## src/rtl/csd_serial_scaler_16bit_pkg.sv

```systemverilog
// Shared definitions for the bit-serial fractional constant multiplier:
// FSM encoding, default widths and the single shift-add step as a function.
package csd_serial_scaler_16bit_pkg;

  localparam int WIDTH_DEF     = 16;
  localparam int COEF_BITS_DEF = 8;

  typedef enum logic [1:0] {
    ST_IDLE = 2'd0,
    ST_RUN  = 2'd1,
    ST_DONE = 2'd2
  } state_t;

  // One iteration: (acc + (en ? x : 0)) >>> 1, computed one bit wider so it cannot overflow.
  function automatic logic [WIDTH_DEF-1:0] sra1_add(
    input logic [WIDTH_DEF-1:0] acc,
    input logic [WIDTH_DEF-1:0] x,
    input logic                 en
  );
    logic [WIDTH_DEF:0] sum;
    sum = {acc[WIDTH_DEF-1], acc} + ({(WIDTH_DEF+1){en}} & {x[WIDTH_DEF-1], x});
    return sum[WIDTH_DEF:1];
  endfunction

endpackage

```

## src/rtl/csd_serial_scaler_16bit_serial_shift_add_step.sv

```systemverilog
// Combinational WIDTH+1 bit add of the sign-extended operands followed by an
// arithmetic right shift by one; the per-cycle step of the serial multiplier.
module serial_shift_add_step #(
  parameter int WIDTH = 16
) (
  input  logic [WIDTH-1:0] acc,
  input  logic [WIDTH-1:0] x,
  input  logic             en,
  output logic [WIDTH-1:0] result
);

  logic [WIDTH:0] sum;

  // Since |acc| <= |x|, the extra top bit always holds the true sign of the sum.
  assign sum    = {acc[WIDTH-1], acc} + ({(WIDTH+1){en}} & {x[WIDTH-1], x});
  assign result = sum[WIDTH:1];

endmodule

```

## src/rtl/csd_serial_scaler_16bit.sv

```systemverilog
// Bit-serial fractional scaler: out = floor(in * coef / 2^COEF_BITS), one
// coefficient bit per cycle (LSB first), behind a valid/ready handshake.
module csd_serial_scaler_16bit
  import csd_serial_scaler_16bit_pkg::*;
#(
  parameter int WIDTH     = WIDTH_DEF,
  parameter int COEF_BITS = COEF_BITS_DEF,
  parameter int CNT_W     = 4
) (
  input  logic                 clk,
  input  logic                 rst,
  input  logic [WIDTH-1:0]     in,
  input  logic [COEF_BITS-1:0] coef,
  input  logic                 in_valid,
  output logic                 in_ready,
  output logic [WIDTH-1:0]     out,
  output logic                 out_valid,
  input  logic                 out_ready,
  output logic                 busy
);

  state_t               state_q, state_d;
  logic [WIDTH-1:0]     x_q;
  logic [COEF_BITS-1:0] c_q;
  logic [WIDTH-1:0]     acc_q;
  logic [CNT_W-1:0]     cnt_q;
  logic [WIDTH-1:0]     step_result;
  logic                 accept;
  logic                 last_step;

  assign accept    = (state_q == ST_IDLE) && in_valid;
  assign last_step = (cnt_q == CNT_W'(COEF_BITS - 1));

  // NOTE: sequential state uses non-blocking (<=) so every register samples pre-edge values.
  always_ff @(posedge clk) begin
    if (rst) state_q <= ST_IDLE;
    else     state_q <= state_d;
  end

  // NOTE: state_d gets a default first, so no path through the case leaves it unassigned (no latch).
  always_comb begin
    state_d = state_q;
    case (state_q)
      ST_IDLE: if (in_valid)  state_d = ST_RUN;
      ST_RUN:  if (last_step) state_d = ST_DONE;
      ST_DONE: if (out_ready) state_d = ST_IDLE;
      default:                state_d = ST_IDLE;
    endcase
  end

  serial_shift_add_step #(.WIDTH(WIDTH)) u_step (
    .acc    (acc_q),
    .x      (x_q),
    .en     (c_q[0]),
    .result (step_result)
  );

  // The coefficient is shifted right each step, so c_q[0] is always the bit for the current count.
  // NOTE: datapath registers are reset too, because out is driven straight from acc_q and must read 0 after reset.
  always_ff @(posedge clk) begin
    if (rst) begin
      x_q   <= '0;
      c_q   <= '0;
      acc_q <= '0;
      cnt_q <= '0;
    end else if (accept) begin
      x_q   <= in;
      c_q   <= coef;
      acc_q <= '0;
      cnt_q <= '0;
    end else if (state_q == ST_RUN) begin
      acc_q <= step_result;
      c_q   <= c_q >> 1;
      cnt_q <= cnt_q + CNT_W'(1);
    end
  end

  assign in_ready  = (state_q == ST_IDLE);
  assign out_valid = (state_q == ST_DONE);
  assign busy      = (state_q == ST_RUN);
  assign out       = acc_q;

endmodule

```

## config.mk

```make
export PLATFORM = sky130hd
export DESIGN_NAME = csd_serial_scaler_16bit
export DESIGN_NICKNAME = d
export VERILOG_FILES = /design/src/rtl/csd_serial_scaler_16bit_pkg.sv /design/src/rtl/csd_serial_scaler_16bit_serial_shift_add_step.sv /design/src/rtl/csd_serial_scaler_16bit.sv
export SDC_FILE = /design/constraint.sdc
export NUM_CORES = 1
export LEC_CHECK = 0
export CAP_MARGIN = 20
export CORE_ASPECT_RATIO = 0.8
export CORE_MARGIN = 4
export CORE_UTILIZATION = 30
export DETAILED_ROUTE_END_ITERATION = 6
export HOLD_SLACK_MARGIN = 0.05
export PLACE_DENSITY = 0.55
export SETUP_SLACK_MARGIN = 0.02
export SLEW_MARGIN = 15
export SYNTH_ARGS = -nofsm -noshare
export SYNTH_HDL_FRONTEND = slang
export SYNTH_SLANG_ARGS = --single-unit
```

## constraint.sdc

```tcl
create_clock -name clk -period 2.85 [get_ports clk]
set_clock_uncertainty 0.1 [all_clocks]
set_input_delay 0.285 -clock clk [delete_from_list [all_inputs] [get_ports clk]]
set_output_delay 0.285 -clock clk [all_outputs]
set_load 0.01 [all_outputs]
```

# ---- Word-level counts from Yosys, hierarchy flattened
# Cells that the tools add are included.
dict set report word_totals {
  out_inout_bits 19
  wordCells 25
  regBits 46
  in_bits 28
}
dict set report op_classes {
  mux 6
  eq_ne 6
  n_bitwise 1
  n_reduce_logical 5
  add_sub_neg 2
}
# op count
set op_table {}
lappend op_table {{$add A17 B17 Y17} 1}
lappend op_table {{$and A17 B17 Y17} 1}
lappend op_table {{$mux W8} 2}
lappend op_table {{$mux W2} 3}
lappend op_table {{$pmux W2 S3} 1}
lappend op_table {{$add A4 B1 Y4 const B} 1}
lappend op_table {{$eq A4 B3 Y1 const B} 1}
lappend op_table {{$ne A2 B1 Y1 const B} 2}
lappend op_table {{$reduce_and A3 Y1} 1}
lappend op_table {{$eq A2 B1 Y1 const B} 1}
lappend op_table {{$eq A2 B2 Y1 const B} 1}
lappend op_table {{$logic_not A2 Y1} 1}
lappend op_table {{$ne A2 B2 Y1 const B} 1}
lappend op_table {{$reduce_bool A2 Y1} 1}
lappend op_table {{$reduce_or A2 Y1} 1}
lappend op_table {{$logic_and A1 B1 Y1} 1}

# ---- Depth between registers and ports, before layout
dict set report logic_depth {
  ltp_word 3
  ltp_mapped 9
  mapped_depth_nobuf 8
}

# ---- Cells and area by module
# Synthesis repeated with hierarchy kept, for this count alone.
dict set report hier_totals {
  cells_unflattened 334
  hier_area_um2 2665.1
}
# module cells_per_inst seq_area_each_um2 n_inst area_each_um2
set modules_own_cells {}
lappend modules_own_cells {csd_serial_scaler_16bit 222 920.9 1 1825.5}
lappend modules_own_cells {serial_shift_add_step 112 0.0 1 839.6}

# ---- Least setup slack after synthesis
# OpenSTA, ideal clock, no wires.
dict set report synth_path {
  path_kind {register to register}
  startpoint {register c_q[0]}
  endpoint {register acc_q[13] (netlist: out[13])}
  period_less_slack_ns 2.498
  path_buffers 1
  path_stages_with_launch 9
  slack_ns 0.352
  required_ns 2.688
  arrival_ns 2.335
  setup_time_ns 0.062
  path_cell_list {dfxtp_1 -> clkbuf_1 -> and2_1 -> ha_1 -> a21o_1 -> a221o_1 -> nor4b_4 -> or4b_1 -> nand3_1}
}
dict set report synth_via {
  elab_chain_len 2
}
# item line_no
set synth_rtl {}
lappend synth_rtl {{start: declaration} csd_serial_scaler_16bit.sv:24} ;# logic [COEF_BITS-1:0] c_q;
lappend synth_rtl {{start signal: assignment} csd_serial_scaler_16bit.sv:68} ;# c_q <= coef;
lappend synth_rtl {{start signal: assignment} csd_serial_scaler_16bit.sv:73} ;# c_q <= c_q >> 1;
lappend synth_rtl {{$and A17 B17 Y17} csd_serial_scaler_16bit_serial_shift_add_step.sv:15} ;# assign sum = {acc[WIDTH-1], acc} + ({(WIDTH+1){en}} & {x[WIDTH-1], x});
lappend synth_rtl {{$add A17 B17 Y17} csd_serial_scaler_16bit_serial_shift_add_step.sv:15}
lappend synth_rtl {{end signal: assignment} csd_serial_scaler_16bit.sv:72} ;# acc_q <= step_result;
lappend synth_rtl {{end: declaration} csd_serial_scaler_16bit.sv:25} ;# logic [WIDTH-1:0] acc_q;
# No other way between the ends.
# A chain may end at the register's enable or synchronous reset.

# ---- Final worst setup path
# Same ends and word-level chain as after synthesis.

==> impl_metrics.env <==
export IMPL_status="completed"
export IMPL_antenna_cells=0
export IMPL_peakVddDrop_mv=0.177
export IMPL_clock_sinks=46
export IMPL_synth_xor_area_frac=0.0376
export IMPL_yosysTopAreaCell="dfxtp_1"
export IMPL_layout_commonest_cell="nand2_1"
export IMPL_synth_area_mux_share=0.00391
export IMPL_ctsRootBufferMaster="clkbuf_8"
export IMPL_synth_distinct_cells=51
export IMPL_rows=29
export IMPL_max_slew_margin_rel=0.563
export IMPL_drtAntennaViolNets=0
export IMPL_drv_cap=0
export IMPL_finalCritPeriodShare=0.921
export IMPL_grt_max_degree=18
export IMPL_fillers=868
export IMPL_synth_top_family_by_area="simple AND/OR/NAND/NOR gates"
export IMPL_yosys_warnings=0
export IMPL_grt_overflow=0
export IMPL_synth_top_area_frac=0.359
export IMPL_synth_ff_type="dfxtp_1"
export IMPL_ys_ff_latch=46
export IMPL_multi_input_area_sq_um=1590
export IMPL_power_density_nw_per_um2=395
export IMPL_die_w_um=111
export IMPL_numCtsBuffers=5
export IMPL_htreeDepth=2
export IMPL_ios=47
export IMPL_post_route_min_period_ps=2630
export IMPL_area_growth_pct=28.0
export IMPL_worst_pin_slew_ps=653
export IMPL_mostFrequentLayoutCells="nand2_1, clkdlybuf4s50_1, dfxtp_1, a21oi_1, ha_1"
export IMPL_hold_violations=0
export IMPL_grt_pass1_vias=2444
export IMPL_tritoncts="built"
export IMPL_synthAdderAreaFrac=0.0859
export IMPL_antenna_found_initial=0
export IMPL_clk_latency_ps=300
export IMPL_viasPerCell=5.04
export IMPL_wl_per_cell_um=14.6
export IMPL_syn_inst=321
export IMPL_yosys_area_share_simple=0.285
export IMPL_cp_data_required_time_ps=3000
export IMPL_start_util=0.315
export IMPL_die_h_um=90.7
export IMPL_crit_fanout=17
export IMPL_core_area_sq_um=8130
export IMPL_drt_wl_total_um=6980
export IMPL_hpwl_um=5100
export IMPL_yosysSeqAreaShare=0.359
export IMPL_path_delay_family="simple AND/OR/NAND/NOR gates"
export IMPL_crit_path_end_kind="flop"
export IMPL_seq_area_sq_um=922
export IMPL_post_synth_cell_area_avg_sq_um=7.98
export IMPL_fmax_mhz=381
export IMPL_cpMaxStageDelayCell="or4b_1"
export IMPL_synth_compound_area_share=0.205
export IMPL_cts_buffer_depth=2
export IMPL_hold_path_class="flop to flop"
export IMPL_postSynthNetCount=366
export IMPL_gr_usage_all_layers=0.141
export IMPL_routabilityCongestion=0.815
export IMPL_dieArea_sq_um=10100
export IMPL_cts_setup_buffers=0
export IMPL_max_stage_delay_ps=500
export IMPL_clk_pin_slew_ps=90
export IMPL_critical_path_class="flop to flop"
export IMPL_port_buffers=46
export IMPL_worstSetupStartpointType="flop"
export IMPL_rsz0062_at_grt="no"
export IMPL_drc=0
export IMPL_drive_above_1_share=0.0863
export IMPL_drv_slew=0
export IMPL_via_count=2413
export IMPL_drt_pass1_iter_count=4
export IMPL_grt_pass1_wl_um=11800
export IMPL_nets=415
export IMPL_setup_violations=0
export IMPL_worstPathCellList="and2_2 > fa_1 > a21o_1 > a221o_1 > nor4b_4 > or4b_1 > nand3_1"
export IMPL_tns_ps=0
export IMPL_synth_top_cells_by_area="dfxtp_1, nand2_1, a21oi_1"
export IMPL_totalPowerFinal_mw=1.29
export IMPL_crit_arrival_ps=2780
export IMPL_synthArstFlopShare=0
export IMPL_synth_edf_count=0
export IMPL_syn_area_sq_um=2560
export IMPL_p_leak_nw=1.29
export IMPL_drt_initial_drc_count=93
export IMPL_crit_buf_inv=0
[metrics by stage]
stage	hold slack [ps]	worst slack, ps	std cells	utilization	cell area [sq um]
after floorplan	321	352	321	-	2560
after global placement	344	141	471	0.392	3180
after detailed placement	345	93.1	471	0.392	3180
after CTS	358	68.0	479	0.403	3280
after global routing	383	94.5	479	0.403	3280
final	358	225	479	0.403	3280
[path summary, 6_finish.rpt]
path,from,to,slack [ps],cells after the start
setup reg to reg,c_q[0],out[13],220,7
hold reg to reg,x_q[2],x_q[2],360,2
hold / removal,x_q[2],x_q[2],360,2
setup / recovery,c_q[0],out[13],220,7
[power breakdown]
part | switching [mW] | leakage (nW) | internal [mW]
registers | 0.0206 | 0.375 | 0.669
logic | 0.0936 | 0.865 | 0.0827
clock network | 0.233 | 0.0472 | 0.195
[metal layers]
metal	routed length (um)	GRT usage	vias to the layer above
li1	-	-	1232
met1	3580	0.194	1116
met2	2940	0.216	59
met3	397	0.0388	6
met4	68	0.0375	0
met5	0	0	-
[cells by family (layout without fill, tap and decap cells)]
| group | count (synthesis) | in the layout |
|---|---|---|
| fa+ha+maj | 17 | 17 |
| xor+xnor | 11 | 11 |
| simple gates | 143 | 143 |
| mux | 1 | 1 |
| flops | 46 | 46 |
| compound gates | 87 | 87 |
| buf+inv | 16 | 66 |
[flip-flops by register name, indices dropped and copies added (netlist names)]
signal   flops
c_q          8
cnt_q        4
out         16
state_q      2
x_q         16
[worst min-delay path, cell delays in order (launching register included)]
cell and delay, ps:
dfxtp_1 310, nand2_1 50, a21oi_1 50
[area by class of cell]
cell class                      instances  area share
Clock inverter                          2     0.00382
Clock buffer                            6      0.0252
Inverter                                3     0.00343
Tap cell                              108      0.0412
Sequential cell                        46       0.281
Multi-Input combinational cell        259       0.484
Timing Repair Buffer                   55       0.161
[synthesized netlist by cell type, drive strengths merged, types with 2 or more instances]
cell type / n
a211o: 2
a211oi: 2
a21o: 5
a21oi: 43
a22oi: 8
a31oi: 2
and2: 16
and3: 2
buf: 2
clkbuf: 11
dfxtp: 46
ha: 16
inv: 3
nand2: 70
nand2b: 5
nand3: 12
nand4: 3
nor2: 14
nor2b: 2
nor3: 5
nor3b: 2
nor4b: 2
o21ai: 12
o31ai: 2
or2: 3
or3: 2
xnor2: 4
xor2: 7
[what timing repair did]
action                     in CTS  in global routing
gates resized for setup         0                  1
hold buffers                    0                  0
setup endpoints to repair       0                  3
No activity file was read; power rests on OpenSTA's default activity.
